File: config.mk
export PLATFORM = sky130hd
export DESIGN_NAME = imm_ext_pipe_flat
export DESIGN_NICKNAME = d
export VERILOG_FILES = /design/src/rtl/imm_ext_pkg.sv /design/src/rtl/imm_ext_pipe_if.sv /design/src/rtl/imm_ext_fifo2.sv /design/src/rtl/imm_ext_pipe.sv /design/src/flat_wrapper.sv
export SDC_FILE = /design/constraint.sdc
export NUM_CORES = 1
export LEC_CHECK = 0
export ABC_AREA = 1
export BUFFER_PORTS_ARGS = -buffer_cell sky130_fd_sc_hd__clkbuf_2
export CORE_MARGIN = 3
export CORE_UTILIZATION = 40
export CTS_CLUSTER_SIZE = 28
export DETAILED_ROUTE_END_ITERATION = 10
export PLACE_DENSITY_LB_ADDON = 0.25
export SYNTH_ARGS = -nofsm -noshare
export SYNTH_HDL_FRONTEND = slang
export SYNTH_HIERARCHICAL = 1
export SYNTH_SLANG_ARGS = --single-unit
File: constraint.sdc
create_clock -name clk -period 4 [get_ports clk]
set_clock_uncertainty 0.05 [all_clocks]
set_input_delay 0.4 -clock clk [delete_from_list [all_inputs] [get_ports clk]]
set_output_delay 0.4 -clock clk [all_outputs]
set_load 0.02 [all_outputs]
File: src/rtl/imm_ext_pkg.sv
// Shared types and constants for the immediate-extension pipeline.
// Mode encodings and error-counter sizing live here so every stage agrees.
package imm_ext_pkg;

  typedef enum logic [2:0] {
    IMM_ZE     = 3'd0,
    IMM_SE     = 3'd1,
    IMM_SE_SH2 = 3'd2,
    IMM_MOVW   = 3'd3
  } imm_mode_e;

  localparam int                   ERR_CNT_W   = 8;
  localparam logic [ERR_CNT_W-1:0] ERR_CNT_MAX = 8'd255;

endpackage

File: src/rtl/imm_ext_pipe_if.sv
// Request/response bundle of the immediate-extension pipeline.
// The slave modport is the extender's view; the master modport is the decode stage.
interface imm_ext_pipe_if
  import imm_ext_pkg::*;
#(
  parameter int IN_W  = 26,
  parameter int OUT_W = 64,
  parameter int WW    = $clog2(IN_W + 1)
);

  logic                 in_valid;
  logic                 in_ready;
  logic [IN_W-1:0]      in_imm;
  logic [WW-1:0]        in_width;
  logic [2:0]           in_mode;
  logic [1:0]           in_hw;
  logic                 out_valid;
  logic                 out_ready;
  logic [OUT_W-1:0]     out_data;
  logic                 out_err;
  logic [ERR_CNT_W-1:0] err_count;

  modport slave (
    input  in_valid, in_imm, in_width, in_mode, in_hw, out_ready,
    output in_ready, out_valid, out_data, out_err, err_count
  );

  modport master (
    output in_valid, in_imm, in_width, in_mode, in_hw, out_ready,
    input  in_ready, out_valid, out_data, out_err, err_count
  );

endinterface

File: src/rtl/imm_ext_fifo2.sv
// Two-entry in-order buffer with registered head; the head holds its last
// value when drained so downstream sees stable data while idle.
module imm_ext_fifo2 #(
  parameter int W = 65
) (
  input  logic         clk,
  input  logic         clr_n,
  input  logic         push,
  input  logic         pop,
  input  logic [W-1:0] din,
  output logic         full,
  output logic         empty,
  output logic [W-1:0] dout
);

  logic [1:0]   count_r;
  logic [W-1:0] head_r;
  logic [W-1:0] tail_r;
  logic         push_ok_s;
  logic         pop_ok_s;

  assign full      = (count_r == 2'd2);
  assign empty     = (count_r == 2'd0);
  assign push_ok_s = push & ~full;
  assign pop_ok_s  = pop & ~empty;
  assign dout      = head_r;

  // Occupancy and storage update; a simultaneous push/pop only occurs at count 1.
  always_ff @(posedge clk or negedge clr_n) begin
    if (!clr_n) begin
      count_r <= 2'd0;
      head_r  <= '0;
      tail_r  <= '0;
    end else begin
      case ({push_ok_s, pop_ok_s})
        2'b10: begin
          if (count_r == 2'd0) begin
            head_r <= din;
          end else begin
            tail_r <= din;
          end
          count_r <= count_r + 2'd1;
        end
        2'b01: begin
          if (count_r == 2'd2) begin
            head_r <= tail_r;
          end
          count_r <= count_r - 2'd1;
        end
        2'b11: begin
          head_r <= din;
        end
        default: begin
          count_r <= count_r;
        end
      endcase
    end
  end

endmodule

File: src/rtl/imm_ext_pipe.sv
// Registered immediate extender: ZE/SE/SE_SH2/MOVW over a variable-width field,
// illegal-request flagging with a saturating counter, and a 2-entry output buffer.
module imm_ext_pipe
  import imm_ext_pkg::*;
#(
  parameter int IN_W  = 26,
  parameter int OUT_W = 64,
  parameter int WW    = $clog2(IN_W + 1)
) (
  input  logic          clk,
  input  logic          reset_n,
  imm_ext_pipe_if.slave bus
);

  logic [IN_W-1:0]      field_s;
  logic                 sign_s;
  logic [OUT_W-1:0]     ze_s;
  logic [OUT_W-1:0]     se_s;
  logic [OUT_W-1:0]     sh2_s;
  logic [OUT_W-1:0]     hw16_s;
  logic [OUT_W-1:0]     movw_s;
  logic [OUT_W-1:0]     ext_s;
  logic [OUT_W-1:0]     result_s;
  logic                 illegal_s;
  logic                 push_s;
  logic                 full_s;
  logic                 empty_s;
  logic [OUT_W:0]       head_s;
  logic [ERR_CNT_W-1:0] err_cnt_r;

  // Mask off bits at/above in_width and pick out the field's top bit.
  always_comb begin
    field_s = '0;
    sign_s  = 1'b0;
    for (int i = 0; i < IN_W; i++) begin
      field_s[i] = bus.in_imm[i] & (i < int'(bus.in_width));
      sign_s     = sign_s | (bus.in_imm[i] & (i + 1 == int'(bus.in_width)));
    end
  end

  assign ze_s   = {{(OUT_W-IN_W){1'b0}}, field_s};
  assign sh2_s  = {se_s[OUT_W-3:0], 2'b00};
  assign hw16_s = {{(OUT_W-16){1'b0}}, bus.in_imm[15:0]};
  assign movw_s = hw16_s << {bus.in_hw, 4'b0000};

  // Sign extension: bits below the field width pass through, the rest copy the sign.
  always_comb begin
    se_s = '0;
    for (int i = 0; i < OUT_W; i++) begin
      se_s[i] = (i < int'(bus.in_width)) ? ze_s[i] : sign_s;
    end
  end

  // Mode select and legality check.
  always_comb begin
    ext_s     = '0;
    illegal_s = 1'b0;
    case (bus.in_mode)
      IMM_ZE: begin
        ext_s     = ze_s;
        illegal_s = (bus.in_width == '0) || (int'(bus.in_width) > IN_W);
      end
      IMM_SE: begin
        ext_s     = se_s;
        illegal_s = (bus.in_width == '0) || (int'(bus.in_width) > IN_W);
      end
      IMM_SE_SH2: begin
        ext_s     = sh2_s;
        illegal_s = (bus.in_width == '0) || (int'(bus.in_width) > IN_W);
      end
      IMM_MOVW: begin
        ext_s     = movw_s;
        illegal_s = (OUT_W == 32) && (bus.in_hw >= 2'd2);
      end
      default: begin
        ext_s     = '0;
        illegal_s = 1'b1;
      end
    endcase
  end

  // Illegal requests still produce an entry, but with zeroed data.
  always_comb begin
    if (illegal_s) begin
      result_s = '0;
    end else begin
      result_s = ext_s;
    end
  end

  assign bus.in_ready = ~full_s & reset_n;
  assign push_s       = bus.in_valid & bus.in_ready;

  imm_ext_fifo2 #(
    .W (OUT_W + 1)
  ) u_fifo (
    .clk   (clk),
    .clr_n (reset_n),
    .push  (push_s),
    .pop   (bus.out_ready),
    .din   ({illegal_s, result_s}),
    .full  (full_s),
    .empty (empty_s),
    .dout  (head_s)
  );

  assign bus.out_valid = ~empty_s;
  assign bus.out_data  = head_s[OUT_W-1:0];
  assign bus.out_err   = head_s[OUT_W];

  // Saturating count of accepted illegal requests.
  always_ff @(posedge clk or negedge reset_n) begin
    if (!reset_n) begin
      err_cnt_r <= '0;
    end else if (push_s && illegal_s && (err_cnt_r != ERR_CNT_MAX)) begin
      err_cnt_r <= err_cnt_r + ERR_CNT_W'(1);
    end
  end

  assign bus.err_count = err_cnt_r;

endmodule

File: src/flat_wrapper.sv
// flat-port wrapper written by rule: the top's interface ports become plain ports
module imm_ext_pipe_flat import imm_ext_pkg::*;
#(
  parameter int IN_W  = 26,
  parameter int OUT_W = 64,
  parameter int WW    = $clog2(IN_W + 1)
)
  (clk, reset_n, bus_in_valid, bus_in_imm, bus_in_width, bus_in_mode, bus_in_hw, bus_out_ready, bus_in_ready, bus_out_valid, bus_out_data, bus_out_err, bus_err_count);
  imm_ext_pipe_if #(.IN_W(IN_W), .OUT_W(OUT_W), .WW(WW)) bus_i ();
  input  logic clk;
  input  logic reset_n;
  input wire logic [$bits(bus_i.in_valid)-1:0] bus_in_valid;
  input wire logic [$bits(bus_i.in_imm)-1:0] bus_in_imm;
  input wire logic [$bits(bus_i.in_width)-1:0] bus_in_width;
  input wire logic [$bits(bus_i.in_mode)-1:0] bus_in_mode;
  input wire logic [$bits(bus_i.in_hw)-1:0] bus_in_hw;
  input wire logic [$bits(bus_i.out_ready)-1:0] bus_out_ready;
  output wire logic [$bits(bus_i.in_ready)-1:0] bus_in_ready;
  output wire logic [$bits(bus_i.out_valid)-1:0] bus_out_valid;
  output wire logic [$bits(bus_i.out_data)-1:0] bus_out_data;
  output wire logic [$bits(bus_i.out_err)-1:0] bus_out_err;
  output wire logic [$bits(bus_i.err_count)-1:0] bus_err_count;
  assign bus_i.in_valid = bus_in_valid;
  assign bus_i.in_imm = bus_in_imm;
  assign bus_i.in_width = bus_in_width;
  assign bus_i.in_mode = bus_in_mode;
  assign bus_i.in_hw = bus_in_hw;
  assign bus_i.out_ready = bus_out_ready;
  assign bus_in_ready = bus_i.in_ready;
  assign bus_out_valid = bus_i.out_valid;
  assign bus_out_data = bus_i.out_data;
  assign bus_out_err = bus_i.out_err;
  assign bus_err_count = bus_i.err_count;
  imm_ext_pipe #(.IN_W(IN_W), .OUT_W(OUT_W), .WW(WW)) u_core (.clk(clk), .reset_n(reset_n), .bus(bus_i));
endmodule
Yosys cells after proc, flatten, opt, wreduce, memory -nomap -nowiden:

Cells that the tools add are included.

* input port bits: 40
* logic and storage cells: 208
* register bits: 140

* reduce and logical (&&, ||, !) cells: 11
* shift-type cells: 1
* bitwise gates (word level): 83
* order comparisons: 32
* equal/unequal tests: 36
* mux-type cells: 38
* $add $sub $neg: 3

Operators with widths (number)
* 64-bit case mux with 4 select lines: 1
* 65-bit case mux with 3 select lines: 1
* 65-bit 2-to-1 mux: 2
* 5-bit equality test, first input constant: 16
* 5-bit less-than comparator, first input constant: 15
* 64-bit 2-to-1 mux: 1
* 16-bit by 6-bit << shifter with 64-bit output: 1
* 1-bit AND: 56
* 4-bit by 5-bit less-than comparator with 1-bit output, first input constant: 8
* 4-bit by 5-bit equality test with 1-bit output, first input constant: 7
* 1-bit 2-to-1 mux: 31
* 1-bit OR: 25
* 3-bit by 5-bit less-than comparator with 1-bit output, first input constant: 4
* 3-bit by 5-bit equality test with 1-bit output, first input constant: 2
* 1-bit by 5-bit less-than comparator with 1-bit output, first input constant: 2
* 2-bit by 5-bit less-than comparator with 1-bit output, first input constant: 2
* 8-bit by 1-bit adder with 8-bit output, second input constant: 1
* 8-bit != test, second input constant: 1
* 2-bit equality test, second input constant: 3
* 3-bit by 2-bit equality test with 1-bit output, second input constant: 2
* 2-bit by 5-bit equality test with 1-bit output, first input constant: 1
* 5-bit > comparator, second input constant: 1
* 5-bit logical NOT: 1
* 2-bit by 1-bit != test with 1-bit output, second input constant: 2
* other kinds (16): 18

Logic depth before layout (Yosys ltp):

Gate-level depths: netlist of the first run.

* depth after elaboration: 32
* mapped depth: 19
* depth with buffers taken out: 17

By module:

Netlist of the first run, hierarchy kept.

By module, submodules not included
* imm_ext_fifo2: area an instance 5911.9 µm², sequential area each 3303.2 µm², cells each 723, instances 1
* imm_ext_pipe: area an instance 2964.1 µm², sequential area each 200.2 µm², cells each 537, instances 1

Worst setup path before layout of the first run:

OpenSTA, ideal clock, no wires.

* kind: reg-to-reg
* from: reg u_core.u_fifo.count_r[0]
* to: reg u_core.u_fifo.head_r[0] (netlist: u_core/u_fifo/dout[0])
* stages on the path, launching flop included: 12
* setup slack: 1.753 ns
* library setup time: 0.065 ns
* data arrival time: 2.132 ns
* period minus slack after synthesis: 2.247 ns
* buffers on the path: 4
* data required time: 3.885 ns
* cell sequence: dfrtp_1 > buf_2 > nor2_1 > nor3b_1 > o21ai_0 > ha_1 > buf_2 > o21ai_2 > buf_2 > buf_2 > nand3_1 > nand2_1

* longest elaborated chain between the ends: 8
* elaborated cells between the ends (all ways): 16
* classes of those cells: eq/ne: 6; mux: 1; bitwise: 6; reduce/logical: 3

RTL lines
* start, declared: line imm_ext_fifo2.sv:16 `logic [1:0] count_r;`
* start signal, assigned: line imm_ext_fifo2.sv:42 `count_r <= count_r + 2'd1;`
* start signal, assigned: line imm_ext_fifo2.sv:48 `count_r <= count_r - 2'd1;`
* start signal, assigned: line imm_ext_fifo2.sv:54 `count_r <= count_r;`
* 2-bit equality test *: line imm_ext_fifo2.sv:22 `assign full = (count_r == 2'd2);`
* net u_core.full_s: line imm_ext_pipe.sv:26 `logic full_s;`
* 1-bit inverter *: line imm_ext_pipe.sv:91 `assign bus.in_ready = ~full_s & reset_n;`
* 1-bit AND *: line imm_ext_pipe.sv:91
* 1-bit AND *: line imm_ext_pipe.sv:92 `assign push_s = bus.in_valid & bus.in_ready;`
* net u_core.push_s: line imm_ext_pipe.sv:25 `logic push_s;`
* 1-bit AND *: line imm_ext_fifo2.sv:24 `assign push_ok_s = push & ~full;`
* 2-bit equality test / 2-bit by 1-bit equality test with 1-bit output (equally long branches): line imm_ext_fifo2.sv:35 `case ({push_ok_s, pop_ok_s})`
* 2-bit by 1-bit != test with 1-bit output (no source line) / 3-bit nonzero test (equally long branches)
* 3-bit AND reduction (no source line)
* end signal, assigned: line imm_ext_fifo2.sv:38 `head_r <= din;`
* end signal, assigned: line imm_ext_fifo2.sv:46 `head_r <= tail_r;`
* end signal, assigned: line imm_ext_fifo2.sv:51 `head_r <= din;`
* end, declared: line imm_ext_fifo2.sv:17 `logic [W-1:0] head_r;`

The timed path passes the listed nets; every way through them passes the cells marked *.
A chain may end at the register's enable or synchronous reset.

Worst setup path after layout of the first run:

* from: in reset_n
* to: reg u_core.u_fifo.head_r[51] (netlist: u_core/u_fifo/dout[51])

* longest elaborated chain between the ends: 6
* elaborated cells between the ends (all ways): 11
* classes of those cells: eq/ne: 5; mux: 1; bitwise: 3; reduce/logical: 2

RTL lines
* start, declared: line flat_wrapper.sv:11 `input logic reset_n;`
* 1-bit AND *: line imm_ext_pipe.sv:91
* 1-bit AND *: line imm_ext_pipe.sv:92
* net u_core.push_s: line imm_ext_pipe.sv:25
* 1-bit AND *: line imm_ext_fifo2.sv:24
* 2-bit equality test / 2-bit by 1-bit equality test with 1-bit output (equally long branches): line imm_ext_fifo2.sv:35
* 2-bit by 1-bit != test with 1-bit output (no source line) / 3-bit nonzero test (equally long branches)
* 3-bit AND reduction (no source line)

Marks and branches as above.

==> results.tsv, run 1 <==
metric	value	unit
critPathArrivalTime	3.44	ns
required	4.30	ns
switching_share	41.0	%
clock_latency	0.41	ns
die_w	155	um
ir_worst_vdd	0.000278	V
p_clk_share	26.7	%
wl_per_cell	16.8	um
power_switching	2.39	mW
synth_area	8880	sq um
cts_tree	built	
avgSynthCellArea	7.04	sq um
die-height	155	um
cts_buffers	17	
clkTransAtPathRegs	0.06	ns
drt-vias-per-instance	5.32	
critPathLaunchType	primary input	
synthCells	1260	
rsz0062_at_grt	false	
cts.htree.levels	4	
ys_types	47	
hp-class	primary input to async pin	
drv_slew	0	
ant_nets	0	
drc	0	
vias	8576	
num_rows	53	
status	finished clean	
synth-seq-cells	140	
root_buffer	clkbuf_16	
p_leak	5.13	nW
power_frac_comb	35.1	%
numPortBuffers	114	
grt_pass1_vias	8221	
top_usage_layer	met2	
finalCritPeriodShare	78.6	%
finalHoldViolCount	0	
pin_count	115	
yosysWarnings	6	
holdWs	0.392	ns
drt_pass1_iterations	7	
final_nets	1368	
power.density	582	nW/um^2
final-seq-area	3500	sq um
first_iter_violations	706	
period_needed	3.14	ns
gpl.final_weighted_congestion	0.974	
cts.sink_count	140	
crit_path_max_fanout	132	
grt-ovfl-total	0	
cp-end-kind	flop	
area_delta_synth_final	12.7	%
met3_usage	4.56	%
worst_slew_pin_slew	1.12	ns
nFillCells	2248	
max-clock-path-buffers	2	
worstSetupPathType	primary input to flop	
grt_pass1_wl	44100	um
fmax	318	MHz
synth_enable_flop_cells	0	
power.internal	3.44	mW
fin_tns_setup	0	ns
layout_commonest_cell	nand2_1	
initial_core_util	41.4	%
met1_usage	33.1	%
grt_max_degree	133	
multi_input_area	4260	sq um
cap_viol_max_count	0	
dp_hpwl	19000	um
diodes	0	
ys_async_sr_fraction	100	%
grt_use_total	22.9	%
power_frac_seq	38.2	%
synthFlopType	dfrtp_1	
antenna_found_initial	0	
layout_common_cells	nand2_1 (371), nand3_1 (167), inv_1 (155)	
drt_wl_total	27100	um
ys_seq_area_share	39.5	%
max_slew_margin	25.3	%
setup_viol	0	
core_area	21400	sq um
dieArea	24000	sq um
syn_nets	1303	
grtUsageMet2	34.8	%
post_cts_resized	0	
layout-drive-gt1-share	15.5	%
[area by class of cell]
type	count	area share, %
clock buffer	18	4.29
clock inverter	14	1.45
inverter	164	6.23
multi-input combinational	872	42.6
sequential	140	35.0
tap	275	3.44
timing repair buffer	130	6.99
[per-layer routing]
metal  vias up  part of all wire [%]  routed length (um)
met3        34                   6.6                1790
met4         0                   1.8                 486
met2       283                    44               12100
met5         -                     0                   0
li1       4218                     -                   -
met1      4041                    47               12800
[worst max-delay path, stage by stage]
cell and delay, ns:
dlygate4sd3_1 0.54, buf_6 0.31, inv_1 0.10, nor3b_1 0.43, o21ai_0 0.30, ha_4 0.24
buf_4 0.44, o21ai_0 0.37, nand3_1 0.11, nand2_1 0.11
[per-stage QoR]
stage	area (sq um)	std cells	setup slack, ns	power [mW]	utilization, %
3_5_place_dp	9420	1580	0.985	4.31	44.0
3_3_place_gp	9420	1580	1.00	4.26	44.0
4_1_cts	10000	1613	0.869	5.90	46.7
6_report	10000	1613	0.856	5.83	46.7
5_1_grt	10000	1613	0.571	6.27	46.7
2_1_floorplan	8880	1260	1.75	3.73	-
[cells by family after synthesis]
kind of cell	after synthesis	synth area share [%]
and+or+nand+nor	632	31.4
buffers and inverters	248	12.9
AOI/OAI and AO/OA	228	14.8
DFF	140	39.5
xor gates and xnor gates	9	0.973
adders and majority gates	3	0.423
[sequential cells by signal (all words and copies together), names as in the netlist]
signal                 cells
u_core/u_fifo/dout        65
u_core/u_fifo/tail_r      65
u_core/bus.err_count       8
u_core/u_fifo/count_r      2
[cells in the mapped netlist (3+ instances only)]
cell,instances,share of area (%)
o31ai_1,39,3.3
a21oi_1,14,0.79
inv_1,155,6.6
o21ai_0,148,8.3
inv_4,3,0.21
xnor2_1,3,0.30
buf_2,35,2.0
nand3_1,167,9.4
nand3_2,10,1.1
clkbuf_1,23,0.97
nand2_2,6,0.42
buf_4,7,0.59
a31oi_1,11,0.78
dfrtp_1,140,39
nor2_2,6,0.42
nand4_1,9,0.63
nor3_1,11,0.62
inv_2,4,0.17
xor2_1,5,0.49
buf_6,17,2.2
or2_2,3,0.21
nor2_1,36,1.5
o311ai_0,3,0.30
nand2_1,373,16
ha_1,3,0.42
[path summary, 6_finish.rpt]
| kind | depth (start not counted) | slack [ns] | startpoint | to |
|---|---|---|---|---|
| hold reg to reg | 2 | 0.42 | u_core/u_fifo/dout[30]$_DFFE_PN0P_ | u_core/u_fifo/dout[30]$_DFFE_PN0P_ |
| hold / removal | 2 | 0.39 | reset_n | u_core/u_fifo/dout[64]$_DFFE_PN0P_ |
| setup reg to reg | 8 | 1.05 | u_core/u_fifo/count_r[0]$_DFFE_PN0P_ | u_core/u_fifo/dout[51]$_DFFE_PN0P_ |
| max in group asynchronous | 3 | 2.38 | reset_n | u_core/u_fifo/tail_r[63]$_DFFE_PN0P_ |
| min in group clk | 4 | 0.41 | bus_out_ready | u_core/u_fifo/count_r[0]$_DFFE_PN0P_ |
| setup / recovery | 10 | 0.86 | reset_n | u_core/u_fifo/dout[51]$_DFFE_PN0P_ |
[power groups by stage]
| stage | Clock, mW | Combinational [mW] | Sequential (mW) |
|---|---|---|---|
| 3_5_place_dp | 0 | 2.07 | 2.25 |
| 2_1_floorplan | 0 | 1.24 | 2.49 |
| 3_3_place_gp | 0 | 2.04 | 2.23 |
| 5_1_grt | 1.66 | 2.31 | 2.30 |
| 6_report | 1.55 | 2.05 | 2.23 |
| 4_1_cts | 1.60 | 2.07 | 2.23 |
[what timing repair did]
item	4_1_cts	5_1_grt
hold endpoints to repair	35	0
setup buffers	0	0
setup endpoints to repair	0	0
hold buffers	1	0
(Power assumes the default switching activity.)
==> inputs of run 2 (changes only) <==
- clock period: 4 -> 2.75 ns (I/O delays scaled with it)
==> run 2 against run 1 <==
Against the previous run: worst setup slack lost 0.45 ns; routed wire length is essentially flat; clock power grew 74%; count of clock-buffer cells in the layout grew 4; largest power group unchanged.
==> results.tsv, run 2 (synthesized netlist as in run 1, its figures left out) <==
metric	value	unit	change
finalCritPeriodShare	85.1	%	
cap_viol_max_count	0		unchanged
initial_core_util	41.4	%	unchanged
clock_latency	0.43	ns	was 0.41 ns
numPortBuffers	114		unchanged
ant_nets	0		unchanged
worst_slew_pin_slew	0.856	ns	was 1.12 ns
status	finished clean		unchanged
grt_pass1_vias	8239		was 8221
fin_tns_setup	0	ns	unchanged
finalHoldViolCount	0		unchanged
fmax	427	MHz	
num_rows	53		unchanged
finalPower	9.04	mW	was 5.83 mW
dieArea	24000	sq um	unchanged
p_leak	5.31	nW	was 5.13 nW
hp-class	primary input to flop		was primary input to async pin
drv_slew	0		unchanged
root_buffer	clkbuf_16		unchanged
crit_path_max_fanout	50		was 132
max_slew_margin	42.7	%	was 25.3%
drt_wl_total	27200	um	was 27100 um
grt_use_total	22.9	%	about the same
critPathArrivalTime	2.59	ns	was 3.44 ns
grt_pass1_wl	44200	um	was 44100 um
max-clock-path-buffers	2		unchanged
cts.htree.levels	4		unchanged
layout-drive-gt1-share	16.6	%	was 15.5%
setup_viol	0		unchanged
cts_setup_buffers	0		unchanged
layout_common_cells	nand2_1 (371), nand3_1 (167), inv_1 (155)		unchanged
rsz0062_at_grt	false		unchanged
r2r_slack	0.41	ns	was 1.05 ns
fin_util	48.2	%	was 46.7%
drt-vias-per-instance	5.26		was 5.32
cts_tree	built		unchanged
cts.sink_count	140		unchanged
drt_pass1_iterations	6		was 7
period_needed	2.34	ns	
cts_buffers	17		unchanged
dp_hpwl	19300	um	was 19000 um
wl_per_cell	16.6	um	was 16.8 um
pin_count	115		unchanged
antenna_found_initial	0		unchanged
critPathLaunchType	flop		was primary input
placed_area	9640	sq um	was 9420 sq um
grt-ovfl-total	0		unchanged
layout_commonest_cell	nand2_1		unchanged
drc	0		unchanged
die_w	155	um	unchanged
final_nets	1387		was 1368
diodes	0		unchanged
die-height	155	um	unchanged
worstSetupPathType	flop to flop		was primary input to flop
required	3.00	ns	was 4.30 ns
cp-end-kind	flop		unchanged
core_area	21400	sq um	unchanged
ir_worst_vdd	0.000546	V	was 0.000278 V
vias	8577		was 8576
nFillCells	2252		was 2248
clkTransAtPathRegs	0.06	ns	about the same
power.density	875	nW/um^2	was 582 nW/um^2
gpl.final_weighted_congestion	0.983		was 0.974
first_iter_violations	637		was 706
fin_area	10300	sq um	was 10000 sq um
area_delta_synth_final	16.4	%	was 12.7%
grt_max_degree	141		was 133
[run 2: cell count changes in the layout (fill, tap and decap cells not counted), sizes merged]
cell | before | now
bufinv | 2 | 6
clkbuf | 131 | 135
buf | 16 | 35
clkinv | 8 | 5
inv | 164 | 162
clkinvlp | 4 | 1
[run 2: through the flow]
step	setup WS, ns	hold WS [ns]	cells
6_report	0.409	0.273	1632
5_1_grt	0.167	0.294	1632
4_1_cts	0.437	0.251	1632
3_5_place_dp	0.0358	0.407	1599
3_3_place_gp	0.0542	0.403	1599
2_1_floorplan	0.503	-0.0706	1260
[run 2: metal layers]
metal  global-route usage [%]  vias to the layer above  routed length, um
met1                     33.3                     3970              12900
met5                        0                        -                  0
li1                         -                     4258                  -
met3                     4.14                       42               1510
met2                     34.9                      307              12100
met4                     6.98                        0                631
[run 2: worst max-delay path: stages, from the launching register on]
cell and delay [ns]:
dfrtp_1 0.45, inv_2 0.14, nor2_1 0.08, nor3b_1 0.30, o21ai_0 0.25, inv_1 0.10, ha_1 0.20, o21ai_4 0.23
buf_12 0.26, nand2_1 0.07, o21ai_0 0.08
[run 2: cell type report]
| type | count | area, sq um | area share [%] |
|---|---|---|---|
| clock inverter | 10 | 210 | 2.03 |
| multi-input combinational | 872 | 4260 | 41.2 |
| sequential | 140 | 3500 | 33.9 |
| inverter | 164 | 623 | 6.03 |
| timing repair buffer | 149 | 917 | 8.88 |
| tap | 275 | 344 | 3.33 |
| clock buffer | 22 | 474 | 4.59 |
[run 2: final timing paths]
| check | cells past startpoint | start | end |
|---|---|---|---|
| setup / recovery | 10 | u_core/u_fifo/count_r[1]$_DFFE_PN0P_ | u_core/u_fifo/tail_r[51]$_DFFE_PN0P_ |
| hold / removal | 4 | bus_out_ready | u_core/u_fifo/count_r[0]$_DFFE_PN0P_ |
| setup reg to reg | 10 | u_core/u_fifo/count_r[1]$_DFFE_PN0P_ | u_core/u_fifo/tail_r[51]$_DFFE_PN0P_ |
| hold reg to reg | 2 | u_core/u_fifo/dout[59]$_DFFE_PN0P_ | u_core/u_fifo/dout[59]$_DFFE_PN0P_ |
| max in group asynchronous | 3 | reset_n | u_core/u_fifo/tail_r[10]$_DFFE_PN0P_ |
| min in group asynchronous | 3 | reset_n | u_core/u_fifo/dout[64]$_DFFE_PN0P_ |
[run 2: what timing repair did]
item                                   4_1_cts  5_1_grt
setup endpoints to repair                    0        0
gates resized for setup                      0        0
hold buffers                                 1        0
endpoints found under the hold margin       11        0
[run 2: power by group]
part	internal, mW	switching [mW]
registers	2.79	0.419
logic	0.975	2.15
clock network	1.78	0.922
total	5.54	3.49
==> inputs of run 3 (changes only) <==
- clock period: 2.75 -> 2.3 ns (I/O delays scaled with it)
==> run 3 against run 2 <==
Against the previous run: worst setup slack worse by 0.21 ns; die area unchanged; count of clock-buffer cells in the layout decreased by 1; via count rose by 1.7%; routed wire length up 0.48%; cell count up 2.7%; core utilization grew 1.7 points; worst hold slack got worse by 0.063 ns; global-route usage is 0.40 points lower; critical path type is now primary input to flop; largest cell class unchanged.
==> results.tsv, run 3 (synthesized netlist as in run 1, its figures left out) <==
metric	value	unit	change
multi_input_area	4260	sq um	unchanged
drt_wl_total	27300	um	was 27200 um
antenna_found_initial	0		unchanged
initial_core_util	41.4	%	unchanged
hp-class	primary input to flop		unchanged
cts_buffers	17		unchanged
die_w	155	um	unchanged
grt_pass1_vias	8269		was 8239
finalCritPeriodShare	91.2	%	
vias	8724		was 8577
drc	0		unchanged
layout-drive-gt1-share	19.2	%	was 16.6%
dp_hpwl	19400	um	was 19300 um
core_area	21400	sq um	unchanged
cp-end-kind	flop		unchanged
grt_use_total	22.5	%	was 22.9%
finalHoldViolCount	0		unchanged
fmax	477	MHz	
path_common_cell	nand2_1		was o21ai_0
rsz0062_at_grt	false		unchanged
pin_count	115		unchanged
fin_util	50.0	%	was 48.2%
p_clk_share	26.7	%	was 29.9%
ir_worst_vdd	0.000474	V	was 0.000546 V
num_rows	53		unchanged
final_nets	1432		was 1387
fin_tns_setup	0	ns	unchanged
power_frac_comb	37.4	%	was 34.6%
cts.sink_count	140		unchanged
numPortBuffers	114		unchanged
worstSetupPathType	primary input to flop		was flop to flop
layout_common_cells	nand2_1 (371), nand3_1 (167), inv_1 (155)		unchanged
worst_slew_pin_slew	0.806	ns	was 0.856 ns
nFillCells	2183		was 2252
max-clock-path-buffers	2		unchanged
layout_commonest_cell	nand2_1		unchanged
grt_max_degree	141		unchanged
power.density	997	nW/um^2	was 875 nW/um^2
setup_viol	0		unchanged
power_switching	4.25	mW	was 3.49 mW
ant_nets	0		unchanged
switching_share	39.8	%	was 38.7%
clkTransAtPathRegs	0.07	ns	was 0.06 ns
power_frac_seq	35.9	%	was 35.5%
holdWs	0.210	ns	was 0.273 ns
final-seq-area	3500	sq um	unchanged
critical_path.cell_chain	dlygate4sd3_1 > buf_6 > inv_1 > nor3b_1 > o21ai_1 > ha_4 > o21ai_4 > nand2_2 > buf_4 > nand2_1 > nand2_1		was inv_2 > nor2_1 > nor3b_1 > o21ai_0 > inv_1 > ha_1 > o21ai_4 > buf_12 > nand2_1 > o21ai_0
critPathArrivalTime	2.37	ns	was 2.59 ns
area_delta_synth_final	20.6	%	was 16.4%
crit_path_max_fanout	23		was 50
dp_cells	1643		was 1599
placed_area	10100	sq um	was 9640 sq um
p_leak	5.53	nW	was 5.31 nW
diodes	0		unchanged
clock_latency	0.43	ns	about the same
fin_area	10700	sq um	was 10300 sq um
grt-ovfl-total	0		unchanged
drt-vias-per-instance	5.21		was 5.26
dieArea	24000	sq um	unchanged
cts_tree	built		unchanged
power.internal	6.42	mW	was 5.54 mW
max_slew_margin	46.3	%	was 42.7%
die-height	155	um	unchanged
drt_pass1_iterations	5		was 6
cap_viol_max_count	0		unchanged
grt_pass1_wl	44000	um	was 44200 um
status	finished clean		unchanged
wl_per_cell	16.3	um	was 16.6 um
first_iter_violations	806		was 637
required	2.57	ns	was 3.00 ns
gpl.final_weighted_congestion	1.01		was 0.983
cts.htree.levels	4		unchanged
critPathLaunchType	primary input		was flop
fin_cells	1676		was 1632
cts_setup_buffers	0		unchanged
slowest_stage	dlygate4sd3_1		was dfrtp_1
period_needed	2.10	ns	
max_stage_delay	0.54	ns	was 0.45 ns
drv_slew	0		unchanged
root_buffer	clkbuf_16		unchanged
## run 3: cell count changes in the layout (fill, tap and decap cells not counted), sizes merged
cell / previous run / this run
buf: 35 / 79
bufinv: 6 / 3
clkinvlp: 1 / 3
inv: 162 / 163
## run 3: layer usage
metal  share of wire [%]  global-route usage [%]  up-vias  wire length, um
met1                  48                    32.8     4081            13200
met2                  45                    34.8      263            12300
met5                   0                       0        -                0
met4                 1.9                    6.69        0              532
li1                    -                       -     4347                -
met3                 4.7                    3.37       33             1280
## run 3: final timing paths
| check | startpoint | endpoint | slack [ns] | depth (start not counted) |
|---|---|---|---|---|
| setup / recovery | reset_n | u_core/u_fifo/dout[18]$_DFFE_PN0P_ | 0.20 | 11 |
| hold / removal | bus_out_ready | u_core/u_fifo/count_r[0]$_DFFE_PN0P_ | 0.21 | 4 |
| setup reg to reg | u_core/u_fifo/count_r[1]$_DFFE_PN0P_ | u_core/u_fifo/dout[18]$_DFFE_PN0P_ | 0.20 | 10 |
| hold reg to reg | u_core/u_fifo/dout[40]$_DFFE_PN0P_ | u_core/u_fifo/dout[40]$_DFFE_PN0P_ | 0.42 | 2 |
| max in group asynchronous | reset_n | u_core/u_fifo/tail_r[15]$_DFFE_PN0P_ | 1.14 | 3 |
| min in group asynchronous | reset_n | u_core/u_fifo/dout[64]$_DFFE_PN0P_ | 0.43 | 3 |
## run 3: power by group through the flow
stage	registers, mW	logic [mW]	clock network [mW]
5_1_grt	3.93	4.46	3.02
3_5_place_dp	3.87	3.94	0
2_1_floorplan	4.32	2.16	0
6_report	3.83	3.99	2.85
4_1_cts	3.83	3.96	2.92
3_3_place_gp	3.84	3.89	0
## run 3: per-stage QoR
step / power (mW) / setup WS (ns)
2_1_floorplan: 6.48 / 0.0527
3_3_place_gp: 7.73 / -0.0533
3_5_place_dp: 7.81 / -0.0425
4_1_cts: 10.7 / 0.0928
5_1_grt: 11.4 / 0.0362
6_report: 10.7 / 0.202
## run 3: layout make-up
type | count | area share (%)
clock buffers | 21 | 4.30
clock inverters | 10 | 1.31
inverters | 164 | 5.82
multi-input cells | 872 | 39.8
flip-flops and latches | 140 | 32.7
well taps | 275 | 3.21
repair buffers | 194 | 12.8
## run 3: timing repair
item | 4_1_cts | 5_1_grt
endpoints found under the hold margin | 140 | 0
gates resized for setup | 0 | 1
setup endpoints to repair | 0 | 23
hold buffers | 1 | 0
## run 3: critical path: cells and delay by family
kind                     cells  cell delay, ns
AO/OA/AOI/OAI                2            0.34
adder cells (fa/ha/maj)      1            0.28
buffers and inverters        4            0.94
AND/OR/NAND/NOR              4            0.55
